===== src/rtl/rglib_rotate_arb.sv =====
// Round-robin front end for a shared rotate unit. Grants one requester per
// cycle, issues its operand to the rotate unit one cycle later, remembers the
// requester ID in an in-order tag FIFO and steers each returning result back
// to the requester that issued it.
module rglib_rotate_arb #(
  parameter int REQ_NUM          = 4,
  parameter int DATA_WIDTH       = 32,
  parameter int ROTATE_STAGE_NUM = 1,
  parameter int TAG_DEPTH        = 4
) (
  input  logic                                  clk,
  input  logic                                  kill,
  input  logic [REQ_NUM-1:0]                    req_valid,
  input  logic [REQ_NUM*DATA_WIDTH-1:0]         req_data,
  input  logic [REQ_NUM*ROTATE_STAGE_NUM-1:0]   req_rot,
  output logic [REQ_NUM-1:0]                    req_ready,
  output logic                                  rot_in_valid,
  output logic [DATA_WIDTH-1:0]                 rot_in,
  output logic [ROTATE_STAGE_NUM-1:0]           rot_val,
  input  logic                                  rot_out_valid,
  input  logic [DATA_WIDTH-1:0]                 rot_out,
  output logic [REQ_NUM-1:0]                    rsp_valid,
  output logic [DATA_WIDTH-1:0]                 rsp_data,
  output logic [$clog2(TAG_DEPTH+1)-1:0]        occupancy,
  output logic                                  err_underflow
);

  localparam int IDXW = $clog2(REQ_NUM);
  localparam int PTRW = $clog2(TAG_DEPTH);
  localparam int OCCW = $clog2(TAG_DEPTH+1);

  logic [IDXW-1:0]             last_grant_q, last_grant_d;
  logic                        rot_in_valid_q, rot_in_valid_d;
  logic [DATA_WIDTH-1:0]       rot_in_q, rot_in_d;
  logic [ROTATE_STAGE_NUM-1:0] rot_val_q, rot_val_d;
  logic [IDXW-1:0]             tag_mem_q [TAG_DEPTH];
  logic [IDXW-1:0]             tag_mem_d [TAG_DEPTH];
  logic [PTRW-1:0]             wr_ptr_q, wr_ptr_d;
  logic [PTRW-1:0]             rd_ptr_q, rd_ptr_d;
  logic [OCCW-1:0]             occupancy_q, occupancy_d;
  logic [REQ_NUM-1:0]          rsp_valid_q, rsp_valid_d;
  logic [DATA_WIDTH-1:0]       rsp_data_q, rsp_data_d;
  logic                        err_q, err_d;

  logic                        grant_found;
  logic [IDXW-1:0]             grant_idx;
  logic [IDXW-1:0]             cand;
  logic                        fifo_full;
  logic                        fifo_empty;
  logic                        push;
  logic                        pop;
  logic [IDXW-1:0]             head_id;

  assign fifo_full  = (occupancy_q == OCCW'(TAG_DEPTH));
  assign fifo_empty = (occupancy_q == '0);
  assign push       = grant_found;
  assign pop        = rot_out_valid && !fifo_empty;
  assign head_id    = tag_mem_q[rd_ptr_q];

  // Rotating priority search starting just after the last granted requester.
  always_comb begin
    grant_found = 1'b0;
    grant_idx   = '0;
    cand        = '0;
    req_ready   = '0;
    for (int k = 1; k <= REQ_NUM; k++) begin
      cand = IDXW'((int'(last_grant_q) + k) % REQ_NUM);
      if (!grant_found && !fifo_full && req_valid[cand]) begin
        grant_found = 1'b1;
        grant_idx   = cand;
      end
    end
    if (grant_found) begin
      req_ready[grant_idx] = 1'b1;
    end
  end

  // Capture the granted operand for the rotate unit; hold it otherwise.
  always_comb begin
    last_grant_d   = grant_found ? grant_idx : last_grant_q;
    rot_in_valid_d = push;
    rot_in_d       = rot_in_q;
    rot_val_d      = rot_val_q;
    for (int i = 0; i < REQ_NUM; i++) begin
      if (req_ready[i]) begin
        rot_in_d  = req_data[i*DATA_WIDTH +: DATA_WIDTH];
        rot_val_d = req_rot[i*ROTATE_STAGE_NUM +: ROTATE_STAGE_NUM];
      end
    end
  end

  // Tag FIFO bookkeeping; full/empty come from occupancy, pointers just wrap.
  always_comb begin
    tag_mem_d = tag_mem_q;
    if (push) begin
      tag_mem_d[wr_ptr_q] = grant_idx;
    end
    wr_ptr_d = push ? wr_ptr_q + PTRW'(1) : wr_ptr_q;
    rd_ptr_d = pop  ? rd_ptr_q + PTRW'(1) : rd_ptr_q;
    case ({push, pop})
      2'b10:   occupancy_d = occupancy_q + OCCW'(1);
      2'b01:   occupancy_d = occupancy_q - OCCW'(1);
      default: occupancy_d = occupancy_q;
    endcase
  end

  // Steer a returning result to the requester at the FIFO head; flag orphans.
  always_comb begin
    rsp_valid_d = '0;
    rsp_data_d  = rsp_data_q;
    if (pop) begin
      rsp_data_d = rot_out;
      for (int i = 0; i < REQ_NUM; i++) begin
        if (head_id == IDXW'(i)) begin
          rsp_valid_d[i] = 1'b1;
        end
      end
    end
    err_d = err_q | (rot_out_valid && fifo_empty);
  end

  // State registers; kill discards everything including in-flight tags.
  always_ff @(posedge clk or posedge kill) begin
    if (kill) begin
      last_grant_q   <= IDXW'(REQ_NUM - 1);
      rot_in_valid_q <= 1'b0;
      rot_in_q       <= '0;
      rot_val_q      <= '0;
      for (int i = 0; i < TAG_DEPTH; i++) begin
        tag_mem_q[i] <= '0;
      end
      wr_ptr_q       <= '0;
      rd_ptr_q       <= '0;
      occupancy_q    <= '0;
      rsp_valid_q    <= '0;
      rsp_data_q     <= '0;
      err_q          <= 1'b0;
    end else begin
      last_grant_q   <= last_grant_d;
      rot_in_valid_q <= rot_in_valid_d;
      rot_in_q       <= rot_in_d;
      rot_val_q      <= rot_val_d;
      tag_mem_q      <= tag_mem_d;
      wr_ptr_q       <= wr_ptr_d;
      rd_ptr_q       <= rd_ptr_d;
      occupancy_q    <= occupancy_d;
      rsp_valid_q    <= rsp_valid_d;
      rsp_data_q     <= rsp_data_d;
      err_q          <= err_d;
    end
  end

  assign rot_in_valid  = rot_in_valid_q;
  assign rot_in        = rot_in_q;
  assign rot_val       = rot_val_q;
  assign rsp_valid     = rsp_valid_q;
  assign rsp_data      = rsp_data_q;
  assign occupancy     = occupancy_q;
  assign err_underflow = err_q;

endmodule

===== config.mk =====
export PLATFORM = sky130hd
export DESIGN_NAME = rglib_rotate_arb
export DESIGN_NICKNAME = d
export VERILOG_FILES = /design/src/rtl/rglib_rotate_arb.sv
export SDC_FILE = /design/constraint.sdc
export NUM_CORES = 1
export LEC_CHECK = 0
export ABC_AREA = 1
export CAP_MARGIN = 20
export CORE_UTILIZATION = 28
export CTS_BUF_LIST = sky130_fd_sc_hd__clkbuf_4
export DETAILED_ROUTE_END_ITERATION = 8
export PLACE_DENSITY_LB_ADDON = 0.12
export RECOVER_POWER = 25
export SYNTH_ARGS = -nofsm -noshare
export SYNTH_HDL_FRONTEND = slang
export SYNTH_SLANG_ARGS = --single-unit

===== constraint.sdc =====
create_clock -name clk -period 6 [get_ports clk]
set_clock_uncertainty 0.1 [all_clocks]
set_input_delay 1.2 -clock clk [delete_from_list [all_inputs] [get_ports clk]]
set_output_delay 1.2 -clock clk [all_outputs]
set_load 0.02 [all_outputs]

* After elaboration in Yosys (flattened, before gate mapping) *
Cells that the tools add are included.

word-level totals
  register bits = 88
  latch bits = 0
  memory bits (writable) = 0
  ROM bits = 0
  input port bits = 171
  output and inout port bits = 78
  logic and storage cells = 99
  memories = 0

operators by class
  add/sub/neg operators = 8
  multiply operators = 0
  div/mod/pow operators = 0
  order comparisons = 9
  eq/ne operators = 6
  shift operators = 0
  multiplexer cells = 39
  bitwise gates (word level) = 3
  reduce and logical (&&, ||, !) cells = 20

operator list
  cell                                                      count
  2-to-1 mux 32 bit                                         4
  2-to-1 mux 1 bit                                          17
  < comparator 2 x 3 -> 1 bit, second input constant        5
  2-to-1 mux 2 bit                                          7
  logical AND 1 bit                                         11
  adder 2 x 1 -> 2 bit, second input constant               4
  binary-select mux 1 bit (select 2 bit)                    4
  bitwise mux 8 bit                                         1
  2-to-1 mux 4 bit                                          2
  == test 2 bit, second input constant                      3
  greater-or-equal comparator 3 bit, second input constant  2
  NOT 2 -> 3 bit                                            2
  one-hot mux 3 bit (2 select lines)                        1
  zero test 1 bit                                           5
  adder 2 bit, second input constant                        2
  binary-select mux 2 bit (select 2 bit)                    1
  demux 2 bit (select 2 bit)                                1
  == test 2 x 1 -> 1 bit, second input constant             2
  nonzero test 4 bit                                        1
  adder 3 x 1 -> 3 bit, second input constant               1
  == test 3 bit, second input constant                      1
  zero test 3 bit                                           1
  < comparator 3 x 1 -> 1 bit, second input constant        1
  subtractor 3 x 1 -> 3 bit, second input constant          1
  other kinds (5)                                           5

* Depth between registers and ports, before layout *
  depth after elaboration = 26
  gate-level depth with buffers = 18

* Worst setup path after synthesis *
No wires, ideal clock.

  kind = input to output
  start point = input req_valid[2]
  end point = output req_ready[0]
  data arrival time = 2.636 ns
  required time = 4.700 ns
  path slack = 2.064 ns
  cell stages on the path = 10
  cell sequence = nand2_1 > nand2_2 > nand2_1 > nand2_1 > o21ai_4 > nand3_2 > nand2_4 > nand2_4 > clkbuf_2 > nor3_1

between the ends
  longest elaborated chain between the ends = 21

ends and longest elaborated chain
  what                                                                                                                    line  text
  from (decl)                                                                                                             13    input logic [REQ_NUM-1:0] req_valid,
  binary-select mux 1 bit (select 2 bit)                                                                                  68    if (!grant_found && !fifo_full && req_valid[cand]) begin
  2-to-1 mux 1 bit (not written as such)                                                                                  68
  logical AND 1 bit                                                                                                       68
  2-to-1 mux 1 bit                                                                                                        68
  zero test 1 bit                                                                                                         68
  logical AND 1 bit (2 in a row)                                                                                          68
  2-to-1 mux 1 bit                                                                                                        68
  zero test 1 bit                                                                                                         68
  (+3 left out)                                                                                                           -
  zero test 1 bit                                                                                                         68
  logical AND 1 bit (2 in a row)                                                                                          68
  2-to-1 mux 2 bit                                                                                                        68
  < comparator 2 x 3 -> 1 bit (not written as such) / greater-or-equal comparator 2 x 1 -> 1 bit (equally long branches)  74    req_ready[grant_idx] = 1'b1;
  logical AND 1 bit (not written as such)                                                                                 74
  2-to-1 mux 1 bit (not written as such)                                                                                  74
  demux 1 bit (select 2 bit)                                                                                              74
  2-to-1 mux 4 bit (*)                                                                                                    73    if (grant_found) begin
  to (decl)                                                                                                               16    output logic [REQ_NUM-1:0] req_ready,

Every way passes the cells marked *; elsewhere a longest branch is shown, timed or not. The select of a mux whose other input is x is not followed.

* Worst setup path in the final report *
  start point = input req_valid[0]
  end point = output req_ready[3]

The elaborated chain is that of the path after synthesis.

==> impl_metrics.json <==
{
  "grt_setup_unrepaired": "false",
  "dieWidth_um": 140,
  "clock-root-buffer": "clkbuf_4",
  "path_clk_slew_ns": 0.13,
  "failed_checks": "capacitance limit, slew limit",
  "yosys.area_share.xor_xnor": 0.00659,
  "status": "finished, violations left",
  "clock-sinks": 88,
  "max_freq_mhz": 195,
  "route.antenna.remaining_nets": 0,
  "cp.required_ns": 4.70,
  "cp_max_fo": 37,
  "grt_max_degree": 59,
  "nFillCells": 1961,
  "tns_ns": 0,
  "p_total_w": 0.00532,
  "p_sw_w": 0.00291,
  "post-route-util": 0.432,
  "grt_pass1_wl_mm": 27.6,
  "grt_overflow": 0,
  "vias": 5475,
  "period_share": 0.856,
  "synth_top_family_by_area": "simple AND/OR/NAND/NOR gates",
  "first_pass_iters": 4,
  "fin_nets": 1180,
  "yosysUniqueCellTypes": 33,
  "worstMarginPinSlew_ns": 2.64,
  "grt_pass1_vias": 5131,
  "drv_cap": 3,
  "multi_input_area_sq_mm": 0.00241,
  "numPortBuffers": 248,
  "synth_area_leaders": "dfrtp_1 (40%), nand2_1 (23%), inv_1 (8.5%)",
  "ys_seq_area_frac": 0.415,
  "synth_edf_count": 0,
  "cts_tree": "done",
  "htree_levels": 3,
  "cts_hold_buf": 0,
  "slew-limit-headroom": -0.767,
  "synth.mux.area_fraction": 0,
  "drive_gt1_frac": 0.0476,
  "critPathKind": "input pin to output pin",
  "async_flop_share": 1.00,
  "yosysWarnings": 0,
  "ctsLongestPathBuffers": 2,
  "setup_viol": 0,
  "p_comb_frac": 0.737,
  "wire_per_inst_um": 14.0,
  "area_growth_pct": 51.4,
  "synth_common_cells": "nand2_1 (323), inv_1 (120), dfrtp_1 (86), o21ai_0 (49), nand3_1 (43)",
  "core_area_sq_mm": 0.0186,
  "synth-seq-cells": 88,
  "switching_share": 0.546,
  "hpwl_mm": 12.7,
  "route.detailed.drc": 0,
  "cts_resized": 0,
  "slew_viol_final": 126,
  "period_needed_ns": 5.14,
  "gp_congestion": 0.853,
  "irDropWorstVdd_v": 0.000375,
  "worst-endpoint-arrival_ns": 3.84,
  "yosys.area_share.simple": 0.348,
  "groute.usage.overall": 0.181,
  "syn_avg_cell_area_sq_um": 6.85,
  "synthFlopType": "dfrtp_1",
  "post-cts-setup-buffer-count": 0,
  "clock_power_share": 0.061,
  "synth_cells": 776,
  "boundaryPins": 249,
  "regArea_sq_mm": 0.00220,
  "internal-power_w": 0.00241,
  "antenna_found_initial": 1,
  "synth.most_common_cell": "nand2_1",
  "synth_top_area_share": 0.405,
  "syn_nets": 953,
  "p_per_area_mw_per_mm2": 661,
  "cts_buffers": 9,
  "initial_core_util": 0.285,
  "min_path_type": "flip-flop to flip-flop",
  "synth_compound_area_frac": 0.0814,
  "seqPwrFrac": 0.202,
  "clock_latency_ns": 0.46,
  "start_kind": "input pin",
  "syn_area_sq_mm": 0.00532,
  "die_height_um": 140,
  "p_leak_nw": 4.04,
  "yosys.area.top_type": "dfrtp_1",
  "finalHoldViolCount": 0,
  "std_cell_rows": 50,
  "viasPerCell": 4.40,
  "cp-end-kind": "output pin",
  "synth_fa_ha_area_frac": 0.0155,
  "drt_first_iter_violations": 203,
  "die_area_sq_mm": 0.0195,
  "routed_wl_mm": 17.4
}
-- flip-flops by register name, indices dropped and copies added, names as in the netlist --
name and count:
rot_in_valid 1, rsp_data 32, rd_ptr_q 2, rot_val 1
rsp_valid 4, tag_mem_q 8, wr_ptr_q 2, occupancy 3
last_grant_q 2, err_underflow 1, rot_in 32
-- through the flow --
step,cell area [sq um],worst slack (ns),cells,hold slack (ns)
2_1_floorplan,5320,2.06,776,0.353
3_3_place_gp,7930,0.853,1226,0.361
3_5_place_dp,7930,0.869,1226,0.365
4_1_cts,8060,0.865,1242,0.399
5_1_grt,8050,0.641,1243,0.412
6_report,8050,0.864,1243,0.388
-- critical path, stage by stage --
cell,delay (ns)
clkdlybuf4s50_1,0.50
inv_1,0.05
nand2_1,0.05
nand2_1,0.07
nand2_1,0.08
nand2_2,0.07
nor2_1,0.12
nand2_1,0.06
nand3_1,0.12
nand2_4,0.07
nand2_4,0.33
nand2_4,0.34
inv_1,0.13
clkdlybuf4s50_1,0.60
-- layer usage --
layer	up-vias	GRT usage	share of wire
li1	2839	-	-
met1	2419	0.226	0.44
met2	200	0.293	0.47
met3	17	0.0613	0.081
met4	0	0.0526	0.016
met5	-	0	0
-- cell type report --
type | instances | share of cell area
Antenna cell | 1 | 0.000311
Clock buffer | 10 | 0.00933
Clock inverter | 6 | 0.00637
Inverter | 126 | 0.0589
Multi-Input combinational cell | 521 | 0.299
Sequential cell | 88 | 0.274
Tap cell | 234 | 0.0364
Timing Repair Buffer | 257 | 0.316
-- final timing paths --
check,startpoint,end,slack [ns],cells after the start
max reg2reg,last_grant_q[0],tag_mem_q[6],2.63,13
min,err_underflow,err_underflow,0.39,1
max in group asynchronous,kill,rot_in[20],1.57,3
min reg2reg,err_underflow,err_underflow,0.39,1
min in group asynchronous,kill,rot_in[1],1.79,2
max,req_valid[0],req_ready[3],0.86,14
-- logic make-up after synthesis --
family / Yosys count
flops: 88
simple gates: 428
fa+ha+maj: 6
buf+inv: 167
compound gates: 83
xor+xnor: 4
-- cell usage in the layout (no fill, tap or decap), types with 7 or more instances in the layout --
master / Yosys / routed
inv_1: 120 / 119
clkbuf_4: 0 / 10
nand4_1: 34 / 34
nor2_1: 12 / 11
buf_4: 6 / 7
nand3_1: 43 / 43
dfrtp_1: 86 / 86
clkdlybuf4s50_1: 0 / 246
o21ai_0: 49 / 49
nand2_1: 323 / 323
o21ai_1: 29 / 29
-- power groups by stage --
| stage | registers [W] | clock network [W] | logic, W |
|---|---|---|---|
| after floorplan | 0.00132 | 0 | 0.00257 |
| after global placement | 0.00109 | 0 | 0.00395 |
| after detailed placement | 0.00108 | 0 | 0.00399 |
| after CTS | 0.00108 | 0.000345 | 0.00399 |
| after global routing | 0.00111 | 0.000369 | 0.00445 |
| final | 0.00108 | 0.000325 | 0.00392 |
Power figures use the tool's default switching activity.
